**src/rtl/regfile_wb_ctrl.sv**
```systemverilog
// Writeback arbiter and scoreboard in front of the register file. It stages one write per cycle
// and tracks pending long-latency destinations. Define REGFILE_WB_BYPASS_EN to add forwarding outputs.
module regfile_wb_ctrl #(
  parameter int DATA_WIDTH = 32,
  parameter int NUM_REGS   = 32,
  localparam int AW        = $clog2(NUM_REGS)
) (
  input  logic                  clk,
  input  logic                  rst_n,
  input  logic                  wb0_valid,
  output logic                  wb0_ready,
  input  logic [AW-1:0]         wb0_rd,
  input  logic [DATA_WIDTH-1:0] wb0_data,
  input  logic                  wb1_valid,
  output logic                  wb1_ready,
  input  logic [AW-1:0]         wb1_rd,
  input  logic [DATA_WIDTH-1:0] wb1_data,
  input  logic                  issue_valid,
  input  logic [AW-1:0]         issue_rd,
  output logic                  issue_ready,
  input  logic [AW-1:0]         rs1,
  input  logic [AW-1:0]         rs2,
  output logic                  rs1_busy,
  output logic                  rs2_busy,
`ifdef REGFILE_WB_BYPASS_EN
  output logic                  fwd1_valid,
  output logic                  fwd2_valid,
  output logic [DATA_WIDTH-1:0] fwd1_data,
  output logic [DATA_WIDTH-1:0] fwd2_data,
`endif
  output logic                  we3,
  output logic [AW-1:0]         a3,
  output logic [DATA_WIDTH-1:0] wd3
);

  logic                  last_grant_reg;  // 1: wb1 won the last contention
  logic [NUM_REGS-1:0]   busy_reg;
  logic [NUM_REGS-1:0]   busy_next;
  logic                  we3_reg;
  logic [AW-1:0]         a3_reg;
  logic [DATA_WIDTH-1:0] wd3_reg;

  logic                  wb_acc;
  logic [AW-1:0]         wb_rd;
  logic [DATA_WIDTH-1:0] wb_data;

  always_comb begin
    wb0_ready   = wb0_valid && (!wb1_valid || last_grant_reg);
    wb1_ready   = wb1_valid && !wb0_ready;
    wb_acc      = wb0_ready || wb1_ready;
    wb_rd       = wb0_ready ? wb0_rd : wb1_rd;
    wb_data     = wb0_ready ? wb0_data : wb1_data;
    issue_ready = issue_valid && ((issue_rd == '0) || !busy_reg[issue_rd]);
  end

  // Issue set is checked before the wb1 clear so a same-cycle set wins.
  genvar gi;
  generate
    for (gi = 0; gi < NUM_REGS; gi++) begin : g_busy
      if (gi == 0) begin : g_zero
        assign busy_next[gi] = 1'b0;
      end else begin : g_reg
        assign busy_next[gi] = (issue_ready && (issue_rd == AW'(gi))) ? 1'b1 :
                               (wb1_ready && (wb1_rd == AW'(gi)))     ? 1'b0 :
                               busy_reg[gi];
      end
    end
  endgenerate

  always_ff @(posedge clk or negedge rst_n) begin
    if (!rst_n) begin
      busy_reg       <= '0;
      last_grant_reg <= 1'b1;
      we3_reg        <= 1'b0;
      a3_reg         <= '0;
      wd3_reg        <= '0;
    end else begin
      busy_reg <= busy_next;
      if (wb0_valid && wb1_valid)
        last_grant_reg <= wb1_ready;
      we3_reg <= wb_acc && (wb_rd != '0);
      if (wb_acc) begin
        a3_reg  <= wb_rd;
        wd3_reg <= wb_data;
      end
    end
  end

  assign we3 = we3_reg;
  assign a3  = a3_reg;
  assign wd3 = wd3_reg;

`ifdef REGFILE_WB_BYPASS_EN
  // The staged write is forwarded, so it no longer stalls decode.
  assign rs1_busy   = (rs1 != '0) && busy_reg[rs1];
  assign rs2_busy   = (rs2 != '0) && busy_reg[rs2];
  assign fwd1_valid = we3_reg && (a3_reg == rs1) && (rs1 != '0);
  assign fwd2_valid = we3_reg && (a3_reg == rs2) && (rs2 != '0);
  assign fwd1_data  = wd3_reg;
  assign fwd2_data  = wd3_reg;
`else
  assign rs1_busy = (rs1 != '0) && (busy_reg[rs1] || (we3_reg && (a3_reg == rs1)));
  assign rs2_busy = (rs2 != '0) && (busy_reg[rs2] || (we3_reg && (a3_reg == rs2)));
`endif

endmodule

```
**config.mk**
```make
export PLATFORM = sky130hd
export DESIGN_NAME = regfile_wb_ctrl
export DESIGN_NICKNAME = d
export VERILOG_FILES = /design/src/rtl/regfile_wb_ctrl.sv
export SDC_FILE = /design/constraint.sdc
export NUM_CORES = 1
export LEC_CHECK = 0
export BUFFER_PORTS_ARGS = -buffer_cell sky130_fd_sc_hd__buf_4
export CAP_MARGIN = 40
export CORE_AREA = 2 2 105 107
export CTS_CLUSTER_DIAMETER = 50
export DETAILED_ROUTE_END_ITERATION = 12
export DIE_AREA = 0 0 107 109
export GPL_TIMING_DRIVEN = 0
export HOLD_SLACK_MARGIN = 0.1
export PLACE_DENSITY = 0.63
export REMOVE_ABC_BUFFERS = 1
export SETUP_SLACK_MARGIN = 0.5
export SYNTH_ARGS = -nofsm -noshare
export SYNTH_HDL_FRONTEND = slang
export SYNTH_SLANG_ARGS = --single-unit
```
**constraint.sdc**
```tcl
create_clock -name clk -period 3.7 [get_ports clk]
set_input_delay 0.37 -clock clk [delete_from_list [all_inputs] [get_ports clk]]
set_output_delay 0.37 -clock clk [all_outputs]
set_load 0.01 [all_outputs]
```
======== Word-level counts from Yosys, hierarchy flattened ========
Cells that the tools add are included.
storage, ports and cells
  register bits ........................... 70
  input bits .............................. 94
  output and inout bits ................... 43
  word-level logic and storage cells ...... 286
operators by class
  $lt $le $gt $ge ......................... 3
  eq/ne operators ......................... 64
  mux-type cells .......................... 70
  reduce and logical (&&, ||, !) cells .... 114
operators with widths
  kind                number
  $eq 5x5->1 const B  32
  $eq 5x4->1 const B  16
  $logic_and 1x1->1   71
  $mux 1              65
  $reduce_bool 2->1   31
  $eq 5x3->1 const B  8
  $mux 32             1
  $eq 5x2->1 const B  4
  $lt 5x6->1 const B  3
  $bmux 1 s5          3
  $reduce_bool 5->1   3
  $eq 5x1->1 const B  2
  $eq 5x5->1          2
  $logic_not 5->1     1
  $logic_or 1x1->1    5
  $mux 5              1
  $logic_not 1->1     3

======== Longest topological paths before layout ========
Gate-level depths: netlist (run 1).
  depth after elaboration ................. 8
  depth in mapped cells ................... 6
  mapped depth without buffers ............ 5

======== Worst setup path after synthesis (run 1) ========
Ideal clock, no wire load.
  path kind ............................... in2out
  start ................................... in issue_rd[1]
  end ..................................... out issue_ready
  arrival ................................. 1.848 ns
  data required time ...................... 3.330 ns
  setup slack ............................. 1.482 ns
  stages on the path ...................... 5
  path buffers ............................ 2
  cells stage by stage .................... buf_2 clkbuf_1 mux4_2 mux4_2 o22ai_2
on the way
  word-level cells in the longest chain between the ends .. 5
  elaborated cells between the ends (all ways) .. 6
  classes of those cells .................. 2 x mux; 4 x reduce/logical
RTL lines
  item                          line  RTL
  start, declared               19    input logic [AW-1:0] issue_rd,
  $bmux 1 s5                    53    issue_ready = issue_valid && ((issue_rd == '0) || !busy_reg[issue_rd]);
  $mux 1 (not written as such)  53
  $logic_not 1->1               53
  $logic_or 1x1->1 *            53
  $logic_and 1x1->1 *           53
  end, declared                 20    output logic issue_ready,
Every way passes the cells marked *; elsewhere a longest branch is shown, timed or not. The select of a mux whose other input is x is not followed.

======== Worst setup path after layout (run 1) ========
  start ................................... reg a3_reg[4] (netlist: a3[4])
  end ..................................... out rs2_busy
on the way
  word-level cells in the longest chain between the ends .. 4
RTL lines
  item                    line  RTL
  start, declared         40    logic [AW-1:0] a3_reg;
  start signal, assigned  83    a3_reg <= wb_rd;
  $eq 5x5->1              103   assign rs2_busy = (rs2 != '0) && (busy_reg[rs2] || (we3_reg && (a3_reg == rs2)));
  $logic_and 1x1->1       103
  $logic_or 1x1->1        103
  $logic_and 1x1->1       103
  end, declared           24    output logic rs2_busy,
No other way between the ends.

==> results of run 1 <==
[area by class of cell]
type | count | area (um2) | area share (%)
flip-flops and latches | 70 | 1753 | 32.41
clock buffers | 10 | 127.6 | 2.359
clock inverters | 6 | 38.79 | 0.7171
inverters | 2 | 7.507 | 0.1388
multi-input cells | 291 | 2228 | 41.20
repair buffers | 139 | 1079 | 19.94
well taps | 140 | 175.2 | 3.238
[where the power goes]
group | internal (W) | switching (W) | total [W]
Combinational | 0.000523 | 0.000405 | 0.000928
Clock | 0.000241 | 0.000307 | 0.000548
Sequential | 0.000975 | 0.000191 | 0.00117
[routing by layer]
metal	GRT usage [%]	up-vias	wire length, um
met4	7.236	0	148
li1	-	1686	-
met2	31.44	172	5091
met1	29.13	1692	5228
met5	0	-	0
met3	5.499	12	1150
[cell usage after synthesis (all sizes together), types with 4 or more instances]
cell | count | area share (%)
nand3 | 4 | 0.49
clkbuf | 21 | 1.9
nor2b | 6 | 0.91
dfrtp | 69 | 42
mux2i | 42 | 10
o21ai | 67 | 8.2
nor4b | 4 | 1.2
nor4 | 4 | 0.76
nor2 | 9 | 0.82
mux4 | 23 | 13
buf | 7 | 1.2
nand2 | 63 | 5.8
a31oi | 5 | 0.76
a21oi | 7 | 0.85
a22o | 10 | 2.1
nor3b | 4 | 0.73
xor2 | 8 | 1.7
[path summary, 6_finish.rpt]
path | startpoint | endpoint | cells past startpoint
min | wb0_data[20] | wd3[20] | 3
min reg2reg | last_grant_reg | last_grant_reg | 1
min in group asynchronous | rst_n | busy_reg[13] | 2
max | a3[4] | rs2_busy | 6
max in group asynchronous | rst_n | busy_reg[17] | 3
max reg2reg | last_grant_reg | wd3[1] | 4
[kinds of logic (layout without fill, tap and decap cells)]
group | after synthesis | in the layout | share of synthesized area [%]
xor+xnor | 11 | 11 | 2.346
flops | 70 | 70 | 42.69
buf+inv | 30 | 157 | 3.321
simple gates | 111 | 111 | 13.47
mux | 68 | 68 | 23.67
compound gates | 101 | 101 | 14.50
[stage by stage]
stage	power [W]	setup TNS [ns]	utilization [%]	area (um2)
after global placement	0.002082	-39.39	48.80	5174
after floorplan	0.001654	0	-	3978
after detailed placement	0.002111	0	49.35	5233
after CTS	0.002673	0	51.01	5409
final	0.002642	0	51.01	5409
after global routing	0.002812	0	51.01	5409
[layout by cell type, fill, tap and decap left out, drive strengths merged, types with 5 or more instances in the layout]
| cell | n |
|---|---|
| mux2i | 42 |
| xor2 | 8 |
| a21oi | 7 |
| nor2b | 6 |
| a31oi | 5 |
| o21ai | 67 |
| dfrtp | 69 |
| a22o | 10 |
| mux4 | 23 |
| buf | 138 |
| nor2 | 9 |
| nand2 | 63 |
| clkbuf | 10 |
[critical path, cell delays in order (launching register included)]
cell and delay (ns):
dfrtp_1 0.47, xor2_1 0.19, nor4_1 0.24, and3_1 0.26, o32ai_1 0.11, a211oi_1 0.31
buf_4 0.19
==> impl_metrics.xml, run 1 <==
<?xml version="1.0" encoding="UTF-8"?>
<metrics>
  <group name="sta">
    <metric name="layout_min_cycle_time" unit="ns">2.493</metric>
    <metric name="setup_violations" unit="">0</metric>
    <metric name="worst_clock_skew" unit="ns">0.008011</metric>
    <metric name="finalMaxSlewViolations" unit="">0</metric>
    <metric name="slew_headroom" unit="%">41.55</metric>
    <metric name="rsz_0062_raised_after_global_routing" unit="">false</metric>
    <metric name="period_share" unit="%">67.38</metric>
    <metric name="max_freq" unit="MHz">401.1</metric>
    <metric name="finalWorstSetupSlack" unit="ns">1.207</metric>
    <metric name="final-hold-violation-count" unit="">0</metric>
    <metric name="final.hold.worst_slack" unit="ns">0.2133</metric>
    <metric name="tightestPinTransition" unit="ns">0.8746</metric>
  </group>
  <group name="power_and_ir_drop">
    <metric name="power.static_leakage" unit="nW">2.435</metric>
    <metric name="power.density" unit="nW/um2">488.5</metric>
    <metric name="vdd_drop_max" unit="mV">0.2043</metric>
  </group>
  <group name="layout">
    <metric name="final_layout_size_suffix_gt1_share" unit="%">35.71</metric>
    <metric name="areaGrowthSynthToFinish" unit="%">31.72</metric>
    <metric name="largest_register_ffs" unit="">32</metric>
    <metric name="design.final.nets" unit="">607</metric>
    <metric name="final_cells" unit="">658</metric>
    <metric name="antenna_cells" unit="">0</metric>
    <metric name="layout.filler_cells" unit="">969</metric>
  </group>
  <group name="cts">
    <metric name="tritoncts" unit="">done</metric>
    <metric name="clk_pin_slew_worst_setup_hold_paths" unit="ns">0.08</metric>
    <metric name="cts-hold-fix-buffers" unit="">1</metric>
    <metric name="cts_setup_buffers" unit="">0</metric>
    <metric name="cts_root_buffer" unit="">clkbuf_8</metric>
    <metric name="clock_insertion_delay_worst_skew" unit="ns">0.36</metric>
    <metric name="h-tree-depth" unit="">3</metric>
    <metric name="clk_path_buf_depth" unit="">2</metric>
    <metric name="cts.repair.resized" unit="">0</metric>
    <metric name="cts-buffers-inserted" unit="">9</metric>
    <metric name="cts_num_sinks" unit="">70</metric>
  </group>
  <group name="routing">
    <metric name="dr.pass1.iters" unit="">4</metric>
    <metric name="routed_wl" unit="um">11620</metric>
    <metric name="post_drt_wl_per_cell" unit="um">17.66</metric>
    <metric name="post_route_ant_nets" unit="">0</metric>
    <metric name="drtIter0Drc" unit="">165</metric>
    <metric name="vias_per_cell" unit="">5.413</metric>
    <metric name="total_drc_errors_in_the_routed_layout" unit="">0</metric>
    <metric name="via_count" unit="">3562</metric>
  </group>
  <group name="yosys">
    <metric name="sequential_fraction_of_the_synthesis_area" unit="%">42.69</metric>
    <metric name="synth_ff_type" unit="">dfrtp_1</metric>
    <metric name="yosysWarnings" unit="">0</metric>
    <metric name="number_of_enable_flip_flop_cells_after_synthesis" unit="">0</metric>
    <metric name="mappedNetlistArea" unit="um2">4106</metric>
    <metric name="ys_seq_elements" unit="">70</metric>
    <metric name="syn_avg_cell_area" unit="um2">10.50</metric>
    <metric name="synth-async-reset-ratio" unit="%">100.0</metric>
    <metric name="netlist_instances" unit="">391</metric>
    <metric name="post_synth_num_cell_types" unit="">46</metric>
  </group>
  <group name="placement">
    <metric name="dpl.cell_count" unit="">641</metric>
    <metric name="hpwlAfterDp" unit="um">8613</metric>
    <metric name="finalWeightedCongestion" unit="">0.8922</metric>
    <metric name="placement.setup.worst_slack" unit="ns">1.246</metric>
    <metric name="placement.io_buffers" unit="">136</metric>
  </group>
  <group name="global_route">
    <metric name="grt_util_all_layers" unit="%">20.84</metric>
    <metric name="grt_first_pass_wirelength" unit="um">18710</metric>
    <metric name="grt_antenna_before_repair" unit="">0</metric>
    <metric name="maximum_number_of_pins_on_one_net_before_global_route_repair" unit="">64</metric>
    <metric name="via_count_of_the_first_global_routing_pass" unit="">3578</metric>
    <metric name="grt_ovf" unit="">0</metric>
  </group>
  <group name="die">
    <metric name="placement_rows" unit="">38</metric>
    <metric name="dieArea" unit="um2">11660</metric>
    <metric name="die_x" unit="um">107</metric>
    <metric name="starting_density" unit="%">38.73</metric>
    <metric name="chipHeight" unit="um">109</metric>
    <metric name="core_area" unit="um2">10600</metric>
    <metric name="io-pin-count" unit="">137</metric>
  </group>
  <group name="job">
    <metric name="total_of_max_cap_violations" unit="">0</metric>
  </group>
  <group name="worst_setup_path">
    <metric name="setup.reg_to_reg.worst_slack" unit="ns">1.87</metric>
    <metric name="critical_path_class" unit="">reg -&gt; out</metric>
    <metric name="end_kind" unit="">output pin</metric>
    <metric name="worst_ep_arrival" unit="ns">2.12</metric>
    <metric name="critical_path.startpoint_type" unit="">register</metric>
    <metric name="timing.critical_path.required" unit="ns">3.33</metric>
    <metric name="critPathMaxFanout" unit="">4</metric>
  </group>
  <group name="min_path">
    <metric name="min-delay-path-class" unit="">in -&gt; reg</metric>
  </group>
  <group name="outcome">
    <metric name="outcome" unit="">finished, final reports clean</metric>
  </group>
</metrics>
Note: power is estimated with default switching activity, not from simulation.
==> inputs of run 2 (changes only) <==
ABC_AREA = 1   (was default)
CORE_AREA = 2 2 108 110   (was 2 2 105 107)
DIE_AREA = 0 0 110 112   (was 0 0 107 109)
clock period = 2.39 ns   (was 3.7 ns; I/O delays follow)
==> impl_metrics.xml, run 2 <==
<?xml version="1.0" encoding="UTF-8"?>
<metrics>
  <group name="cts">
    <metric name="tritoncts" unit="">done</metric>
    <metric name="cts_num_sinks" unit="">70</metric>
    <metric name="clock_insertion_delay_worst_skew" unit="ns">0.34</metric>
    <metric name="h-tree-depth" unit="">3</metric>
    <metric name="clk_path_buf_depth" unit="">2</metric>
    <metric name="clk_pin_slew_worst_setup_hold_paths" unit="ns">0.06</metric>
    <metric name="cts-buffers-inserted" unit="">9</metric>
    <metric name="cts_root_buffer" unit="">clkbuf_16</metric>
  </group>
  <group name="sta">
    <metric name="max_freq" unit="MHz">526.3</metric>
    <metric name="period_share" unit="%">79.50</metric>
    <metric name="finalSetupTns" unit="ns">0</metric>
    <metric name="layout_min_cycle_time" unit="ns">1.900</metric>
    <metric name="slew_headroom" unit="%">55.76</metric>
    <metric name="finalMaxSlewViolations" unit="">0</metric>
    <metric name="final-hold-violation-count" unit="">0</metric>
    <metric name="setup_violations" unit="">0</metric>
    <metric name="rsz_0062_raised_after_global_routing" unit="">true</metric>
    <metric name="finalWorstSetupSlack" unit="ns">0.4898</metric>
    <metric name="tightestPinTransition" unit="ns">0.6629</metric>
    <metric name="worst_clock_skew" unit="ns">0.007395</metric>
  </group>
  <group name="global_route">
    <metric name="grt_first_pass_wirelength" unit="um">24930</metric>
    <metric name="maximum_number_of_pins_on_one_net_before_global_route_repair" unit="">38</metric>
    <metric name="grt_util_all_layers" unit="%">26.48</metric>
    <metric name="grt_ovf" unit="">0</metric>
    <metric name="grt_antenna_before_repair" unit="">0</metric>
    <metric name="via_count_of_the_first_global_routing_pass" unit="">4918</metric>
  </group>
  <group name="die">
    <metric name="chipHeight" unit="um">112</metric>
    <metric name="placement_rows" unit="">39</metric>
    <metric name="die_x" unit="um">110</metric>
    <metric name="io-pin-count" unit="">137</metric>
    <metric name="core_area" unit="um2">11170</metric>
    <metric name="starting_density" unit="%">39.30</metric>
    <metric name="dieArea" unit="um2">12320</metric>
  </group>
  <group name="routing">
    <metric name="via_count" unit="">5018</metric>
    <metric name="post_route_ant_nets" unit="">0</metric>
    <metric name="drtIter0Drc" unit="">324</metric>
    <metric name="vias_per_cell" unit="">5.195</metric>
    <metric name="post_drt_wl_per_cell" unit="um">16.53</metric>
    <metric name="routed_wl" unit="um">15970</metric>
    <metric name="dr.pass1.iters" unit="">5</metric>
    <metric name="total_drc_errors_in_the_routed_layout" unit="">0</metric>
  </group>
  <group name="yosys">
    <metric name="syn_avg_cell_area" unit="um2">6.516</metric>
    <metric name="post_synth_num_cell_types" unit="">29</metric>
    <metric name="synth_largest_type_area_fraction" unit="%">39.32</metric>
    <metric name="synthMostInstantiatedCell" unit="">nand2_1</metric>
    <metric name="synth-async-reset-ratio" unit="%">100.0</metric>
    <metric name="sequential_fraction_of_the_synthesis_area" unit="%">39.91</metric>
    <metric name="main_area_contributors_after_synthesis" unit="">dfrtp_1, nand2_1, nand3_1</metric>
    <metric name="yosys-top-cells-count" unit="">nand2_1, nand3_1, dfrtp_1, inv_1, nor2_1</metric>
    <metric name="synth_ff_type" unit="">dfrtp_1</metric>
    <metric name="number_of_enable_flip_flop_cells_after_synthesis" unit="">0</metric>
    <metric name="post-synth-top-area-cell" unit="">dfrtp_1</metric>
    <metric name="ys_seq_elements" unit="">70</metric>
    <metric name="yosysWarnings" unit="">0</metric>
    <metric name="netlist_instances" unit="">674</metric>
    <metric name="mappedNetlistArea" unit="um2">4392</metric>
  </group>
  <group name="placement">
    <metric name="placement.setup.worst_slack" unit="ns">-0.8778</metric>
    <metric name="placement.cell_area" unit="um2">5502</metric>
    <metric name="hpwlAfterDp" unit="um">11590</metric>
    <metric name="finalWeightedCongestion" unit="">0.9209</metric>
    <metric name="dpl.cell_count" unit="">926</metric>
    <metric name="placement.io_buffers" unit="">136</metric>
  </group>
  <group name="layout">
    <metric name="final_cells" unit="">966</metric>
    <metric name="antenna_cells" unit="">0</metric>
    <metric name="areaGrowthSynthToFinish" unit="%">37.78</metric>
    <metric name="area.sequential" unit="um2">1755</metric>
    <metric name="mostFrequentLayoutCells" unit="">nand2_1, buf_4, nand3_1</metric>
    <metric name="layout.filler_cells" unit="">1145</metric>
    <metric name="finalInstanceArea" unit="um2">6051</metric>
    <metric name="design.final.nets" unit="">912</metric>
    <metric name="final_layout_size_suffix_gt1_share" unit="%">24.79</metric>
    <metric name="largest_register_ffs" unit="">32</metric>
    <metric name="layout_commonest_cell" unit="">nand2_1</metric>
    <metric name="multi_input_comb_area" unit="um2">2305</metric>
  </group>
  <group name="outcome">
    <metric name="outcome" unit="">finished, final reports clean</metric>
  </group>
  <group name="power_and_ir_drop">
    <metric name="total_switching_power" unit="W">0.001392</metric>
    <metric name="share_seq_of_total_power" unit="%">38.0</metric>
    <metric name="vdd_drop_max" unit="mV">0.3517</metric>
    <metric name="power.density" unit="nW/um2">689.8</metric>
    <metric name="power.static_leakage" unit="nW">3.113</metric>
    <metric name="fin_total_pwr" unit="W">0.004174</metric>
    <metric name="power.share.switching" unit="%">33.36</metric>
    <metric name="intPower" unit="W">0.002782</metric>
    <metric name="p_comb_share" unit="%">28.8</metric>
    <metric name="clkPwrFrac" unit="%">33.2</metric>
  </group>
  <group name="worst_setup_path">
    <metric name="rr_worst_depth" unit="">11</metric>
    <metric name="end_kind" unit="">output pin</metric>
    <metric name="r2r_start" unit="">busy_reg[13]</metric>
    <metric name="worst_r2r_endpoint" unit="">busy_reg[9]</metric>
    <metric name="critPathMaxFanout" unit="">2</metric>
    <metric name="critical_path_class" unit="">reg -&gt; out</metric>
    <metric name="critical_path.startpoint_type" unit="">register</metric>
    <metric name="setup.reg_to_reg.worst_slack" unit="ns">0.63</metric>
    <metric name="worst_ep_arrival" unit="ns">1.66</metric>
    <metric name="timing.critical_path.from" unit="">busy_reg[29]</metric>
    <metric name="timing.critical_path.required" unit="ns">2.15</metric>
  </group>
  <group name="min_path">
    <metric name="min-delay-path-class" unit="">in -&gt; reg</metric>
    <metric name="worstHoldPathCells" unit="">3</metric>
    <metric name="whs_endpoint" unit="">wd3[0]</metric>
    <metric name="hold_start" unit="">wb1_data[0]</metric>
  </group>
  <group name="job">
    <metric name="total_of_max_cap_violations" unit="">0</metric>
  </group>
</metrics>
run 2: cell types whose count changed in the layout (fill, tap and decap cells not counted), sizes merged, moves of 10 or more:
| cell | before | now |
|---|---|---|
| nor2 | 9 | 43 |
| nand4 | 0 | 25 |
| mux4 | 23 | 0 |
| nor3 | 2 | 20 |
| buf | 138 | 159 |
| inv | 2 | 65 |
| nand3 | 4 | 70 |
| o21ai | 67 | 42 |
| mux2i | 42 | 0 |
| nand2 | 63 | 280 |
| a22o | 10 | 0 |
run 2: worst max-delay path by stage:
stage / to / slack (ns)
detailed placement: busy_reg[9] / -0.88
floorplan: busy_reg[10] / -0.02
finish: issue_ready / 0.49
global route: issue_ready / 0.39
global placement: busy_reg[9] / -0.83
CTS: issue_ready / 0.48
run 2: through the flow:
step	util (%)	hold slack, ns
3_3_place_gp	48.74	0.4246
4_1_cts	53.35	0.1012
6_report	54.15	0.1044
5_1_grt	54.15	0.1070
2_1_floorplan	-	-0.05659
3_5_place_dp	49.23	0.2181
run 2: cell type report:
type | count | area share (%)
clock buffer | 11 | 4.177
clock inverter | 5 | 0.9305
inverter | 65 | 4.260
multi-input combinational | 511 | 38.09
sequential | 70 | 29.01
tap | 143 | 2.957
timing repair buffer | 160 | 20.43
timing repair inverter | 1 | 0.1447
run 2: power by group through the flow:
stage               clock network [W]  logic, W  registers (W)
floorplan                           0  0.000536        0.00158
global placement                    0   0.00104        0.00161
detailed placement                  0   0.00107        0.00162
CTS                           0.00140   0.00116        0.00159
global route                  0.00146   0.00134        0.00161
finish                        0.00139   0.00120        0.00159
run 2: timing repair:
action	CTS	global route
hold endpoints to repair	33	0
hold buffers	1	0
setup buffers	13	8
resized for setup	15	7
gates cloned	1	1
pin swaps	5	3
setup endpoints to repair	68	44
run 2: cell families after synthesis:
family	synth area share, %
AND/OR/NAND/NOR	41.99
buffers and inverters	8.860
AO/OA/AOI/OAI	9.231
flip-flops	39.91
run 2: per-layer routing:
metal	GRT usage (%)	wire [um]	up-vias
li1	-	-	2469
met1	32.58	6304	2308
met2	43.48	7816	212
met3	6.323	1274	29
met4	11.81	574	0
met5	0	0	-
run 2: worst max-delay path, stage by stage (launching register included):
cell and delay [ns]:
dfrtp_2 0.43, nand2_1 0.07, nand2_1 0.05, nand2_1 0.06, nand3_1 0.07, nand2_1 0.06
nand2_1 0.08, o21ai_2 0.18, nand2_1 0.07, nor2_1 0.13, buf_4 0.13
